$ cat src/rtl/framebuffer_writer_pkg.sv
// Shared definitions for the framebuffer write path and the VGA scan-out reader.
//   Screen geometry, pixel field widths, writer FSM state encoding and the
//   (x,y) -> linear framebuffer address mapping.
package framebuffer_writer_pkg;

  localparam int FB_SCR_W   = 320;
  localparam int FB_SCR_H   = 240;
  localparam int FB_ADDR_W  = 17;
  localparam int FB_COLOR_W = 12;
  localparam int FB_X_W     = 9;
  localparam int FB_Y_W     = 8;

  typedef enum logic [1:0] {
    ST_RUN   = 2'd0,
    ST_DRAIN = 2'd1,
    ST_CLEAR = 2'd2,
    ST_DONE  = 2'd3
  } fbw_state_t;

  // addr = y*320 + x built from shifts: y*320 = (y<<8) + (y<<6).
  function automatic logic [FB_ADDR_W-1:0] xy_to_addr(input logic [FB_X_W-1:0] x,
                                                       input logic [FB_Y_W-1:0] y);
    logic [FB_ADDR_W-1:0] yw;
    yw = FB_ADDR_W'(y);
    return (yw << 8) + (yw << 6) + FB_ADDR_W'(x);
  endfunction

endpackage

$ cat src/rtl/framebuffer_writer_pixel_fifo.sv
// pixel_fifo: small synchronous FIFO holding {addr, color} pixel words.
//   clock, resetn : clock and asynchronous active-low reset
//   push, din     : write request and data (ignored while full)
//   pop, dout     : read request and head-of-queue data (dout valid while !empty)
//   full, empty   : flags decoded from a registered occupancy count
module pixel_fifo #(
  parameter int DEPTH = 4,
  parameter int WIDTH = 29
) (
  input  logic             clock,
  input  logic             resetn,
  input  logic             push,
  input  logic [WIDTH-1:0] din,
  input  logic             pop,
  output logic [WIDTH-1:0] dout,
  output logic             full,
  output logic             empty
);

  localparam int AW = (DEPTH > 1) ? $clog2(DEPTH) : 1;
  localparam int CW = $clog2(DEPTH) + 1;

  logic [WIDTH-1:0] mem [DEPTH];
  logic [AW-1:0]    wr_ptr;
  logic [AW-1:0]    rd_ptr;
  logic [CW-1:0]    count;
  logic             do_push;
  logic             do_pop;

  assign full    = (count == CW'(DEPTH));
  assign empty   = (count == '0);
  assign do_push = push && !full;
  assign do_pop  = pop && !empty;
  assign dout    = mem[rd_ptr];

  always_ff @(posedge clock) begin
    if (do_push) mem[wr_ptr] <= din;
  end

  // DEPTH is a power of two, so the pointers wrap naturally.
  always_ff @(posedge clock or negedge resetn) begin
    if (!resetn) begin
      wr_ptr <= '0;
      rd_ptr <= '0;
      count  <= '0;
    end else begin
      if (do_push) wr_ptr <= wr_ptr + AW'(1);
      if (do_pop)  rd_ptr <= rd_ptr + AW'(1);
      case ({do_push, do_pop})
        2'b10:   count <= count + CW'(1);
        2'b01:   count <= count - CW'(1);
        default: count <= count;
      endcase
    end
  end

endmodule

$ cat src/rtl/framebuffer_writer.sv
// framebuffer_writer: sink of the draw-FSM pixel stream. Clips, buffers and
// writes pixels to the framebuffer RAM write port; also sweeps a clear colour
// over the whole screen on request.
//   clock, resetn           : clock, asynchronous active-low reset
//   pix_x/pix_y/pix_color   : pixel coordinates and RGB 4:4:4 colour
//   pix_we, pix_ready       : pixel valid / writer can accept
//   clear_start/clear_color : clear request and its colour
//   clear_busy, clear_done  : clear in progress / one-cycle completion pulse
//   fb_addr/fb_data/fb_we   : registered RAM write port
//   drop_count              : saturating count of clipped pixels
//   overflow                : sticky, pixel offered while not ready
//
// state | meaning
// RUN   | accept pixels, write them out one per cycle
// DRAIN | clear requested; no new pixels, flush queued pixels to RAM
// CLEAR | sweep clear colour over every address 0..SCR_W*SCR_H-1
// DONE  | pulse clear_done, return to RUN
module framebuffer_writer
  import framebuffer_writer_pkg::*;
#(
  parameter int SCR_W      = FB_SCR_W,
  parameter int SCR_H      = FB_SCR_H,
  parameter int FIFO_DEPTH = 4,
  parameter int ADDR_W     = FB_ADDR_W
) (
  input  logic                  clock,
  input  logic                  resetn,
  input  logic [FB_X_W-1:0]     pix_x,
  input  logic [FB_Y_W-1:0]     pix_y,
  input  logic [FB_COLOR_W-1:0] pix_color,
  input  logic                  pix_we,
  output logic                  pix_ready,
  input  logic                  clear_start,
  input  logic [FB_COLOR_W-1:0] clear_color,
  output logic                  clear_busy,
  output logic                  clear_done,
  output logic [ADDR_W-1:0]     fb_addr,
  output logic [FB_COLOR_W-1:0] fb_data,
  output logic                  fb_we,
  output logic [15:0]           drop_count,
  output logic                  overflow
);

  localparam logic [FB_X_W-1:0] X_LIM     = FB_X_W'(SCR_W);
  localparam logic [FB_Y_W-1:0] Y_LIM     = FB_Y_W'(SCR_H);
  localparam logic [ADDR_W-1:0] LAST_ADDR = ADDR_W'(SCR_W * SCR_H - 1);
  localparam int                PW        = ADDR_W + FB_COLOR_W;

  fbw_state_t state, state_nxt;

  logic                  accept;
  logic                  in_range;
  logic                  push;
  logic                  pop;
  logic [ADDR_W-1:0]     push_addr;
  logic [PW-1:0]         fifo_dout;
  logic                  fifo_full;
  logic                  fifo_empty;
  logic [ADDR_W-1:0]     sweep_addr;
  logic [FB_COLOR_W-1:0] clear_color_q;

  // Ready comes only from registered state and count, so there is no
  // combinational ready->pop path; a full FIFO refuses even if it pops.
  // Gated by resetn so the output is low while reset is held.
  assign pix_ready  = resetn && (state == ST_RUN) && !fifo_full;
  assign accept     = pix_we && pix_ready;
  assign in_range   = (pix_x < X_LIM) && (pix_y < Y_LIM);
  assign push       = accept && in_range;
  assign clear_busy = (state == ST_DRAIN) || (state == ST_CLEAR);
  assign clear_done = (state == ST_DONE);

  always_comb begin
    push_addr = '0;
    if (SCR_W == FB_SCR_W) push_addr = ADDR_W'(xy_to_addr(pix_x, pix_y));
    else                   push_addr = ADDR_W'(32'(pix_y) * 32'(SCR_W) + 32'(pix_x));
  end

  pixel_fifo #(
    .DEPTH (FIFO_DEPTH),
    .WIDTH (PW)
  ) u_fifo (
    .clock  (clock),
    .resetn (resetn),
    .push   (push),
    .din    ({push_addr, pix_color}),
    .pop    (pop),
    .dout   (fifo_dout),
    .full   (fifo_full),
    .empty  (fifo_empty)
  );

  always_ff @(posedge clock or negedge resetn) begin
    if (!resetn) state <= ST_RUN;
    else         state <= state_nxt;
  end

  always_comb begin
    state_nxt = state;
    pop       = 1'b0;
    case (state)
      ST_RUN: begin
        pop = !fifo_empty;
        if (clear_start) state_nxt = ST_DRAIN;
      end
      ST_DRAIN: begin
        if (fifo_empty) state_nxt = ST_CLEAR;
        else            pop       = 1'b1;
      end
      ST_CLEAR: begin
        if (sweep_addr == LAST_ADDR) state_nxt = ST_DONE;
      end
      ST_DONE: begin
        state_nxt = ST_RUN;
      end
      default: state_nxt = ST_RUN;
    endcase
  end

  always_ff @(posedge clock or negedge resetn) begin
    if (!resetn) begin
      fb_addr       <= '0;
      fb_data       <= '0;
      fb_we         <= 1'b0;
      sweep_addr    <= '0;
      clear_color_q <= '0;
      drop_count    <= '0;
      overflow      <= 1'b0;
    end else begin
      fb_we <= 1'b0;
      if (pop) begin
        fb_addr <= fifo_dout[PW-1:FB_COLOR_W];
        fb_data <= fifo_dout[FB_COLOR_W-1:0];
        fb_we   <= 1'b1;
      end else if (state == ST_CLEAR) begin
        fb_addr <= sweep_addr;
        fb_data <= clear_color_q;
        fb_we   <= 1'b1;
      end

      if (state == ST_DRAIN)      sweep_addr <= '0;
      else if (state == ST_CLEAR) sweep_addr <= sweep_addr + ADDR_W'(1);

      if (state == ST_RUN && clear_start) clear_color_q <= clear_color;

      if (accept && !in_range && drop_count != 16'hFFFF)
        drop_count <= drop_count + 16'd1;

      if (pix_we && !pix_ready) overflow <= 1'b1;
    end
  end

endmodule

$ cat config.mk
export PLATFORM = sky130hd
export DESIGN_NAME = framebuffer_writer
export DESIGN_NICKNAME = d
export VERILOG_FILES = /design/src/rtl/framebuffer_writer_pkg.sv /design/src/rtl/framebuffer_writer_pixel_fifo.sv /design/src/rtl/framebuffer_writer.sv
export SDC_FILE = /design/constraint.sdc
export NUM_CORES = 1
export LEC_CHECK = 0
export ABC_AREA = 1
export BUFFER_PORTS_ARGS = -buffer_cell sky130_fd_sc_hd__buf_2
export CORE_MARGIN = 5
export CORE_UTILIZATION = 60
export CTS_CLUSTER_SIZE = 25
export DETAILED_ROUTE_END_ITERATION = 12
export PLACE_DENSITY = 0.81
export SETUP_SLACK_MARGIN = 0.3
export SLEW_MARGIN = 20
export SYNTH_ARGS = -nofsm -noshare
export SYNTH_HDL_FRONTEND = slang
export SYNTH_SLANG_ARGS = --single-unit
$ cat constraint.sdc
create_clock -name clock -period 7.8 [get_ports clock]
set_clock_uncertainty 0.05 [all_clocks]
set_input_delay 1.56 -clock clock [delete_from_list [all_inputs] [get_ports clock]]
set_output_delay 1.56 -clock clock [all_outputs]
set_load 0.01 [all_outputs]
==> results of run 1 <==
[state kept, by name, indices dropped and copies added (netlist names)]
signal,cells
u_fifo.mem,116
fb_addr,17
sweep_addr,17
drop_count,16
clear_color_q,12
fb_data,12
u_fifo.count,3
state,2
u_fifo.rd_ptr,2
u_fifo.wr_ptr,2
fb_we,1
overflow,1
[layout make-up]
class | count | area, µm²
Inverter | 89 | 334
Fill cell | 1103 | 4520
Sequential cell | 201 | 5610
Multi-Input combinational cell | 619 | 3230
Clock inverter | 7 | 114
Tap cell | 188 | 235
Timing Repair Buffer | 105 | 556
Clock buffer | 31 | 603
[worst max-delay path, delay by kind of cell]
family / cells / cell delay, ns
buf+inv: 3 / 0.49
simple gates: 1 / 0.16
[power by group through the flow]
stage	Clock (mW)	Combinational [mW]	Sequential, mW
floorplan	0	0.935	1.48
global placement	0	1.31	1.45
detailed placement	0	1.36	1.46
CTS	1.03	1.37	1.44
global route	1.08	1.57	1.46
finish	1.02	1.37	1.44
[through the flow]
step	power, mW	area (µm²)	hold slack (ns)
global route	4.10	10700	0.473
CTS	3.84	10700	0.456
floorplan	2.42	9330	0.419
detailed placement	2.81	9960	0.437
global placement	2.76	9960	0.407
finish	3.82	10700	0.445
[per-layer routing]
layer / track usage / share of wire
met5: 0 / 0.00099
met4: 0.0413 / 0.015
met3: 0.0540 / 0.079
met2: 0.350 / 0.47
met1: 0.297 / 0.43
[final timing paths]
kind | startpoint | to | slack [ns]
setup / recovery | resetn | pix_ready | 3.97
hold / removal | overflow | overflow | 0.44
setup reg to reg | state[0] | u_fifo.count[2] | 5.26
hold reg to reg | overflow | overflow | 0.44
max in group asynchronous | resetn | sweep_addr[3] | 5.63
min in group asynchronous | resetn | u_fifo.count[0] | 0.91
[placed cells by master (no fill, tap or decap), drive strengths merged]
cell type,synthesis,layout
a21boi,1,1
a21o,1,1
a21oi,21,21
buf,20,105
bufinv,0,3
clkbuf,14,31
clkinv,0,3
clkinvlp,0,1
dfrtp,85,85
edfxtp,116,116
fa,3,3
ha,27,27
inv,89,89
mux2,12,12
nand2,211,211
nand3,45,45
nand4,5,5
nor2,139,139
nor3,9,9
o211ai,29,29
o21a,2,2
o21ai,92,92
o21bai,1,1
or2,1,1
xnor2,7,7
xor2,13,13
[cells by family after synthesis]
family | synth area share
buf+inv | 0.0539
xor+xnor | 0.0188
simple gates | 0.181
mux | 0.0145
fa+ha+maj | 0.0427
flops | 0.601
compound gates | 0.0880
==> results.py, run 1 <==
metrics = {
    "status": {
        "status": "finished, final reports clean",
    },
    "grt": {
        "antenna_found_initial": 2,
        "grt_max_degree": 66,
        "grt_pass1_vias": 6374,
        "grt_first_pass_wirelength_mm": 31.4,
        "overflow": 0,
        "grt.total_usage": 0.214,
    },
    "placement": {
        "numPortBuffers": 94,
        "gp_congestion": 0.888,
        "placed_cells": 1202,
        "dpl.hpwl_mm": 12.5,
        "pre_cts_ws_ns": 3.93,
    },
    "setup_path": {
        "max_stage_delay_ns": 0.27,
        "critPathMaxFanout": 22,
        "r2r_cells": 11,
        "path_class": "primary input to output port",
        "slowest_stage": "buf_4",
        "crit_chain": "buf_4 -> nand3_2 -> inv_1 -> buf_2",
        "arrival_ns": 2.22,
        "cp.required_ns": 6.19,
        "end_kind": "output port",
        "crit_path_start_kind": "primary input",
    },
    "power": {
        "power_density_nw_per_um2": 358,
        "p_clk_frac": 0.266,
        "power_frac_seq": 0.376,
        "net-switching-power_mw": 1.38,
        "swShare": 0.362,
        "internal-power_mw": 2.44,
        "ir_drop_v": 0.000220,
        "combPwrFrac": 0.358,
        "power.leakage_nw": 4.71,
    },
    "sta": {
        "worstMarginPinSlew_ns": 1.02,
        "max_slew_margin": 0.319,
        "period_needed_ns": 3.83,
        "rsz0062_at_grt": "no",
        "setup_tns_ns": 0,
        "fmax_mhz": 261,
        "setup_ws_ns": 3.97,
        "maxSlewViolCount": 0,
        "hold_viol_final": 0,
        "setup_viol": 0,
        "fin_crit_sh": 0.491,
    },
    "floorplanning": {
        "die_h_um": 135,
        "die-area_um2": 18100,
        "fp.coreArea_um2": 15200,
        "num_io_pins": 95,
        "start_util": 0.614,
        "num_rows": 45,
        "die_w_um": 135,
    },
    "synthesis": {
        "ys.flop_type": "edfxtp_1",
        "synth.avg_cell_area_um2": 9.89,
        "ys_seq_elements": 201,
        "yosysUniqueCellTypes": 34,
        "syn_nets": 1018,
        "synth.top_cell.area_share": 0.373,
        "synthTopCellsByArea": "edfxtp_1 (37%), dfrtp_1 (23%), nand2_1 (8.4%)",
        "netlist_top_cells_count": "nand2_1 (209), nor2_1 (134), edfxtp_1 (116)",
        "synth.most_common_cell": "nand2_1",
        "synth_edf_count": 116,
        "synth-warning-count": 0,
        "netlist_area_um2": 9330,
        "synth-seq-area-share": 0.601,
        "ys_async_sr_fraction": 0.423,
        "synth_top_area_cell": "edfxtp_1",
        "synth_cells": 943,
    },
    "clock_tree": {
        "cts_sinks": 201,
        "cts_tree": "yes",
        "clockBufferDepth": 3,
        "post_cts_resize_count": 0,
        "root_buffer": "clkbuf_16",
        "postCtsSetupBuffers": 0,
        "cts_buffers": 21,
        "clk_transition_reported_paths_ns": 0.06,
        "h-tree-depth": 1,
        "clkLatencyLatePin_ns": 0.49,
        "cts_hold_buf": 0,
    },
    "final_layout": {
        "fin_util": 0.703,
        "area_growth_pct": 14.5,
        "nNetsFinal": 1112,
        "antenna-diode-count": 0,
        "layout.cells.non_filler": 1240,
        "drive_gt1_frac": 0.159,
    },
    "min_path": {
        "worst_hold_path_type": "flip-flop to flip-flop",
        "hold_depth": 1,
    },
    "drt": {
        "drt_iter0_drc": 507,
        "vias": 6683,
        "drt_pass1_iterations": 5,
        "ant_nets": 0,
        "drc": 0,
        "vias_per_cell": 5.39,
        "wl_mm": 19.1,
        "wire_per_inst_um": 15.4,
    },
    "flow_run": {
        "cap_violations": 0,
    },
}
Power figures use the tool's default switching activity.
==> inputs of run 2 (changes only) <==
CORE_UTILIZATION = 53   (was 60)
PLACE_DENSITY = 0.76   (was 0.81)
clock period = 3.5 ns   (was 7.8 ns; I/O delays follow)
==> run 2 against run 1 <==
Against the previous run: utilization decreased by 8.4 points; worst hold slack worse by 0.056 ns; wire length grew 2.8%; critical path depth grew 7; via count up 0.12%; final cell count increased by 3.4%; combinational power grew 120%; register-to-register slack worse by 4.3 ns; power increased by 120%; global-route usage shrank 2.2 points; sequential cell count is the same; die area is 12% higher; largest power group unchanged; critical endpoint is now u_fifo.count[2].
==> results.py, run 2 (synthesis results as in run 1) <==
metrics = {
    "final_layout": {
        "top_register": "u_fifo.mem",
        "drive_gt1_frac": 0.159,
        "largest_reg_flops": 116,
        "design_area_um2": 10700,
        "reg_top3": "u_fifo.mem: 116 flops, fb_addr: 17 flops, sweep_addr: 17 flops",
        "area_growth_pct": 14.8,
        "antenna-diode-count": 0,
        "nNetsFinal": 1118,
        "final_cell_mix": "nand2_1 (209), nor2_1 (130), edfxtp_1 (116)",
        "final_common_cell": "nand2_1",
    },
    "grt": {
        "grt_pass1_vias": 6527,
        "grt_max_degree": 76,
        "overflow": 0,
        "antenna_found_initial": 3,
        "grt.total_usage": 0.192,
        "grt_first_pass_wirelength_mm": 31.8,
    },
    "placement": {
        "postPlaceCellArea_um2": 10100,
        "gp_congestion": 0.844,
        "numPortBuffers": 94,
        "dpl.hpwl_mm": 13.4,
    },
    "drt": {
        "met2WireLength_mm": 9.44,
        "vias_per_cell": 5.22,
        "ant_nets": 0,
        "wire_per_inst_um": 15.3,
        "wl_mm": 19.6,
        "drt_pass1_iterations": 5,
        "wl_met3_mm": 1.22,
        "drt_iter0_drc": 445,
        "top_layer": "met5",
        "met1_length_mm": 8.60,
        "vias": 6691,
        "drc": 0,
    },
    "status": {
        "status": "finished, final reports clean",
    },
    "sta": {
        "maxSlewViolCount": 0,
        "fin_crit_sh": 0.754,
        "worstMarginPinSlew_ns": 0.959,
        "rsz0062_at_grt": "no",
        "setup_viol": 0,
        "hold_viol_final": 0,
        "max_slew_margin": 0.361,
        "setup_tns_ns": 0,
        "fmax_mhz": 379,
        "period_needed_ns": 2.64,
    },
    "clock_tree": {
        "cts_buffers": 21,
        "clkLatencyLatePin_ns": 0.47,
        "root_buffer": "clkbuf_16",
        "clk_transition_reported_paths_ns": 0.06,
        "cts_sinks": 201,
        "cts_tree": "yes",
        "clockBufferDepth": 3,
        "postCtsSetupBuffers": 0,
        "h-tree-depth": 1,
    },
    "floorplanning": {
        "num_rows": 48,
        "die-area_um2": 20400,
        "num_io_pins": 95,
        "fp.coreArea_um2": 17300,
        "start_util": 0.539,
        "die_w_um": 143,
        "die_h_um": 143,
    },
    "setup_path": {
        "critPathMaxFanout": 12,
        "r2r_slack_ns": 0.98,
        "arrival_ns": 2.94,
        "crit_path_start_kind": "primary input",
        "cp.required_ns": 3.80,
        "end_kind": "flip-flop",
        "path_class": "primary input to flip-flop",
    },
    "power": {
        "swShare": 0.370,
        "internal-power_mw": 5.23,
        "combPwrFrac": 0.367,
        "ir_drop_v": 0.000486,
        "power_frac_seq": 0.392,
        "total_power_mw": 8.30,
        "p_clk_frac": 0.241,
        "power.leakage_nw": 4.71,
        "power_density_nw_per_um2": 775,
        "net-switching-power_mw": 3.07,
    },
    "flow_run": {
        "cap_violations": 0,
    },
    "min_path": {
        "worst_hold_path_type": "primary input to flip-flop",
    },
}
==> run 2: cell type report <==
cell class	count	area, µm²
Inverter	89	334
Fill cell	1432	6590
Sequential cell	201	5610
Timing Repair Buffer	111	636
Clock buffer	31	563
Multi-Input combinational cell	619	3230
Clock inverter	6	53.8
Tap cell	225	282
==> run 2: final timing paths <==
path,endpoint,cells past startpoint,startpoint
worst max-delay path,u_fifo.count[2],11,resetn
worst min-delay path,u_fifo.mem[0][14],1,pix_x[2]
worst max register to register,u_fifo.count[2],11,state[0]
worst min register to register,overflow,1,overflow
max in group asynchronous,sweep_addr[5],4,resetn
min in group asynchronous,drop_count[3],2,resetn
==> run 2: timing repair <==
action	in CTS	in global routing
gates resized for setup	0	0
hold endpoints to repair	10	0
hold buffers	1	0
==> run 2: power by group through the flow <==
stage	logic (mW)	clock network, mW	registers, mW
3_3_place_gp	2.94	0	3.29
6_report	3.04	2.00	3.25
2_1_floorplan	2.08	0	3.30
3_5_place_dp	3.04	0	3.30
5_1_grt	3.48	2.15	3.29
4_1_cts	3.07	2.05	3.25
==> run 2: stage by stage <==
stage / utilization / worst slack, ns / hold slack, ns / cells
floorplan: - / 0.629 / 0.354 / 943
detailed placement: 0.581 / 0.824 / 0.415 / 1243
global placement: 0.581 / 0.863 / 0.408 / 1243
CTS: 0.617 / 0.873 / 0.369 / 1281
global route: 0.619 / 0.676 / 0.381 / 1282
finish: 0.619 / 0.861 / 0.389 / 1282
==> run 2: per-layer routing <==
layer	track usage	up-vias
met5	0	-
met4	0.0465	6
met3	0.0422	31
met2	0.321	153
met1	0.259	3166
li1	-	3335
==> run 2: worst max-delay path, stage by stage <==
cell and delay, ns:
dlygate4sd3_1 0.53, buf_4 0.19, nand3_2 0.12, nor2_4 0.05, nand2_1 0.27, ha_1 0.22, inv_1 0.07, fa_1 0.38
a21oi_1 0.15, o21ai_0 0.11, xnor2_1 0.14
==> inputs of run 3 (changes only) <==
CORE_UTILIZATION = 59   (was 53)
PLACE_DENSITY = 0.8   (was 0.76)
clock period = 2.7 ns   (was 3.5 ns; I/O delays follow)
==> run 3 against run 2 <==
Against the previous run: worst hold slack worse by 0.32 ns; critical path type is now flip-flop to flip-flop; die area is 9.5% lower; global-route usage is 2.8 points higher; power is 33% higher; highest routed layer unchanged; sequential cell count stayed put; critical endpoint unchanged; first-iteration DRC count is 18% higher.
==> results.py, run 3 (synthesis results as in run 1) <==
metrics = {
    "min_path": {
        "worst_hold_path_type": "primary input to asynchronous set/reset pin",
    },
    "placement": {
        "gp_congestion": 0.869,
        "placed_cells": 1237,
        "numPortBuffers": 94,
        "pre_cts_ws_ns": 0.181,
        "postPlaceCellArea_um2": 10100,
        "dpl.hpwl_mm": 13.2,
    },
    "final_layout": {
        "final_cell_mix": "nand2_1 (209), nor2_1 (130), edfxtp_1 (116)",
        "nFillCells": 1166,
        "largest_reg_flops": 116,
        "top_register": "u_fifo.mem",
        "area_growth_pct": 15.4,
        "layout.cells.non_filler": 1277,
        "design_area_um2": 10800,
        "final_common_cell": "nand2_1",
        "reg_top3": "u_fifo.mem: 116 flops, fb_addr: 17 flops, sweep_addr: 17 flops",
        "drive_gt1_frac": 0.168,
        "fin_util": 0.685,
        "nNetsFinal": 1120,
    },
    "clock_tree": {
        "cts_buffers": 21,
        "root_buffer": "clkbuf_16",
        "clockBufferDepth": 3,
        "clk_transition_reported_paths_ns": 0.06,
        "cts_tree": "yes",
        "clkLatencyLatePin_ns": 0.49,
        "h-tree-depth": 1,
        "cts_hold_buf": 0,
        "cts_sinks": 201,
    },
    "status": {
        "status": "finished, final reports clean",
    },
    "sta": {
        "period_needed_ns": 2.34,
        "max_slew_margin": 0.554,
        "worstMarginPinSlew_ns": 0.670,
        "holdWs_ns": 0.0648,
        "fmax_mhz": 428,
        "maxSlewViolCount": 0,
        "rsz0062_at_grt": "yes",
        "setup_ws_ns": 0.363,
        "fin_crit_sh": 0.866,
        "setup_viol": 0,
        "hold_viol_final": 0,
    },
    "grt": {
        "grt_pass1_vias": 6651,
        "grt_max_degree": 60,
        "antenna_found_initial": 3,
        "grt.total_usage": 0.220,
        "grt_first_pass_wirelength_mm": 32.4,
        "overflow": 0,
    },
    "flow_run": {
        "cap_violations": 0,
    },
    "power": {
        "power.leakage_nw": 4.73,
        "ir_drop_v": 0.000560,
        "power_density_nw_per_um2": 1020,
    },
    "setup_path": {
        "critPathMaxFanout": 4,
        "max_stage_delay_ns": 0.41,
        "path_class": "flip-flop to flip-flop",
        "cp.required_ns": 3.02,
        "rr_startpoint": "state[1]",
        "r2r_end": "u_fifo.count[2]",
        "r2r_slack_ns": 0.36,
        "slowest_stage": "dfrtp_1",
        "end_kind": "flip-flop",
        "crit_path_start_kind": "flip-flop",
        "r2r_cells": 10,
        "arrival_ns": 2.66,
        "worst_path_most_repeated_cell": "inv_1",
        "critPathLaunch": "state[1]",
        "crit_chain": "inv_1 -> ha_2 -> inv_1 -> a21oi_2 -> ha_1 -> inv_1 -> fa_2 -> a21oi_2 -> o21ai_0 -> xnor2_1",
    },
    "floorplanning": {
        "num_rows": 46,
        "num_io_pins": 95,
        "die-area_um2": 18400,
        "fp.coreArea_um2": 15700,
        "die_w_um": 136,
        "die_h_um": 136,
        "start_util": 0.594,
    },
    "drt": {
        "ant_nets": 0,
        "vias": 6821,
        "vias_per_cell": 5.34,
        "wire_per_inst_um": 15.4,
        "drt_pass1_iterations": 5,
        "drt_iter0_drc": 524,
        "drc": 0,
        "wl_mm": 19.7,
    },
}
run 3: area by class of cell:
cell class,count,area [µm²],share of cell area
clock inverters,5,57.6,0.00535
well taps,216,270,0.0251
clock buffers,33,612,0.0568
inverters,89,334,0.0310
multi-input cells,619,3250,0.302
repair buffers,113,628,0.0584
diodes,1,2.50,0.000232
flip-flops and latches,201,5610,0.521
run 3: power by group:
group          switching (mW)  total (mW)  internal (mW)  leakage [nW]
logic                    2.63        4.07           1.44          2.30
clock network            1.13        2.79           1.66         0.323
registers               0.321        4.16           3.84          2.10
total                    4.08        11.0           6.94          4.73
run 3: layer usage:
layer | up-vias | part of all wire | wire length [µm] | track usage
met5 | - | 0.0020 | 39 | 0
met4 | 6 | 0.019 | 367 | 0.0672
met3 | 44 | 0.066 | 1310 | 0.0479
met2 | 198 | 0.48 | 9420 | 0.362
met1 | 3233 | 0.44 | 8580 | 0.295
li1 | 3340 | - | - | -
run 3: what timing repair did:
| action | CTS | global route |
|---|---|---|
| endpoints found under the setup margin | 1 | 26 |
| pin swaps | 0 | 1 |
| resized for setup | 1 | 4 |
| buffers inserted | 0 | 1 |
run 3: per-stage QoR:
stage | power [mW] | setup TNS [ns]
final | 11.0 | 0
after CTS | 11.0 | 0
after global routing | 11.8 | 0
after global placement | 8.01 | 0
after floorplan | 6.98 | -14.60
after detailed placement | 8.17 | 0
run 3: worst max path at each step:
| stage | endpoint | cells past startpoint |
|---|---|---|
| after CTS | u_fifo.count[2] | 11 |
| after floorplan | u_fifo.mem[0][0] | 6 |
| after global routing | u_fifo.count[2] | 10 |
| after detailed placement | u_fifo.mem[3][25] | 8 |
| after global placement | u_fifo.mem[1][25] | 8 |
| final | u_fifo.count[2] | 10 |
run 3: critical path, delay by kind of cell (launching register included):
family	cells	cell delay [ns]
DFF	1	0.41
buffers and inverters	3	0.34
xor gates and xnor gates	1	0.14
AOI/OAI and AO/OA	3	0.49
adders and majority gates	3	0.80
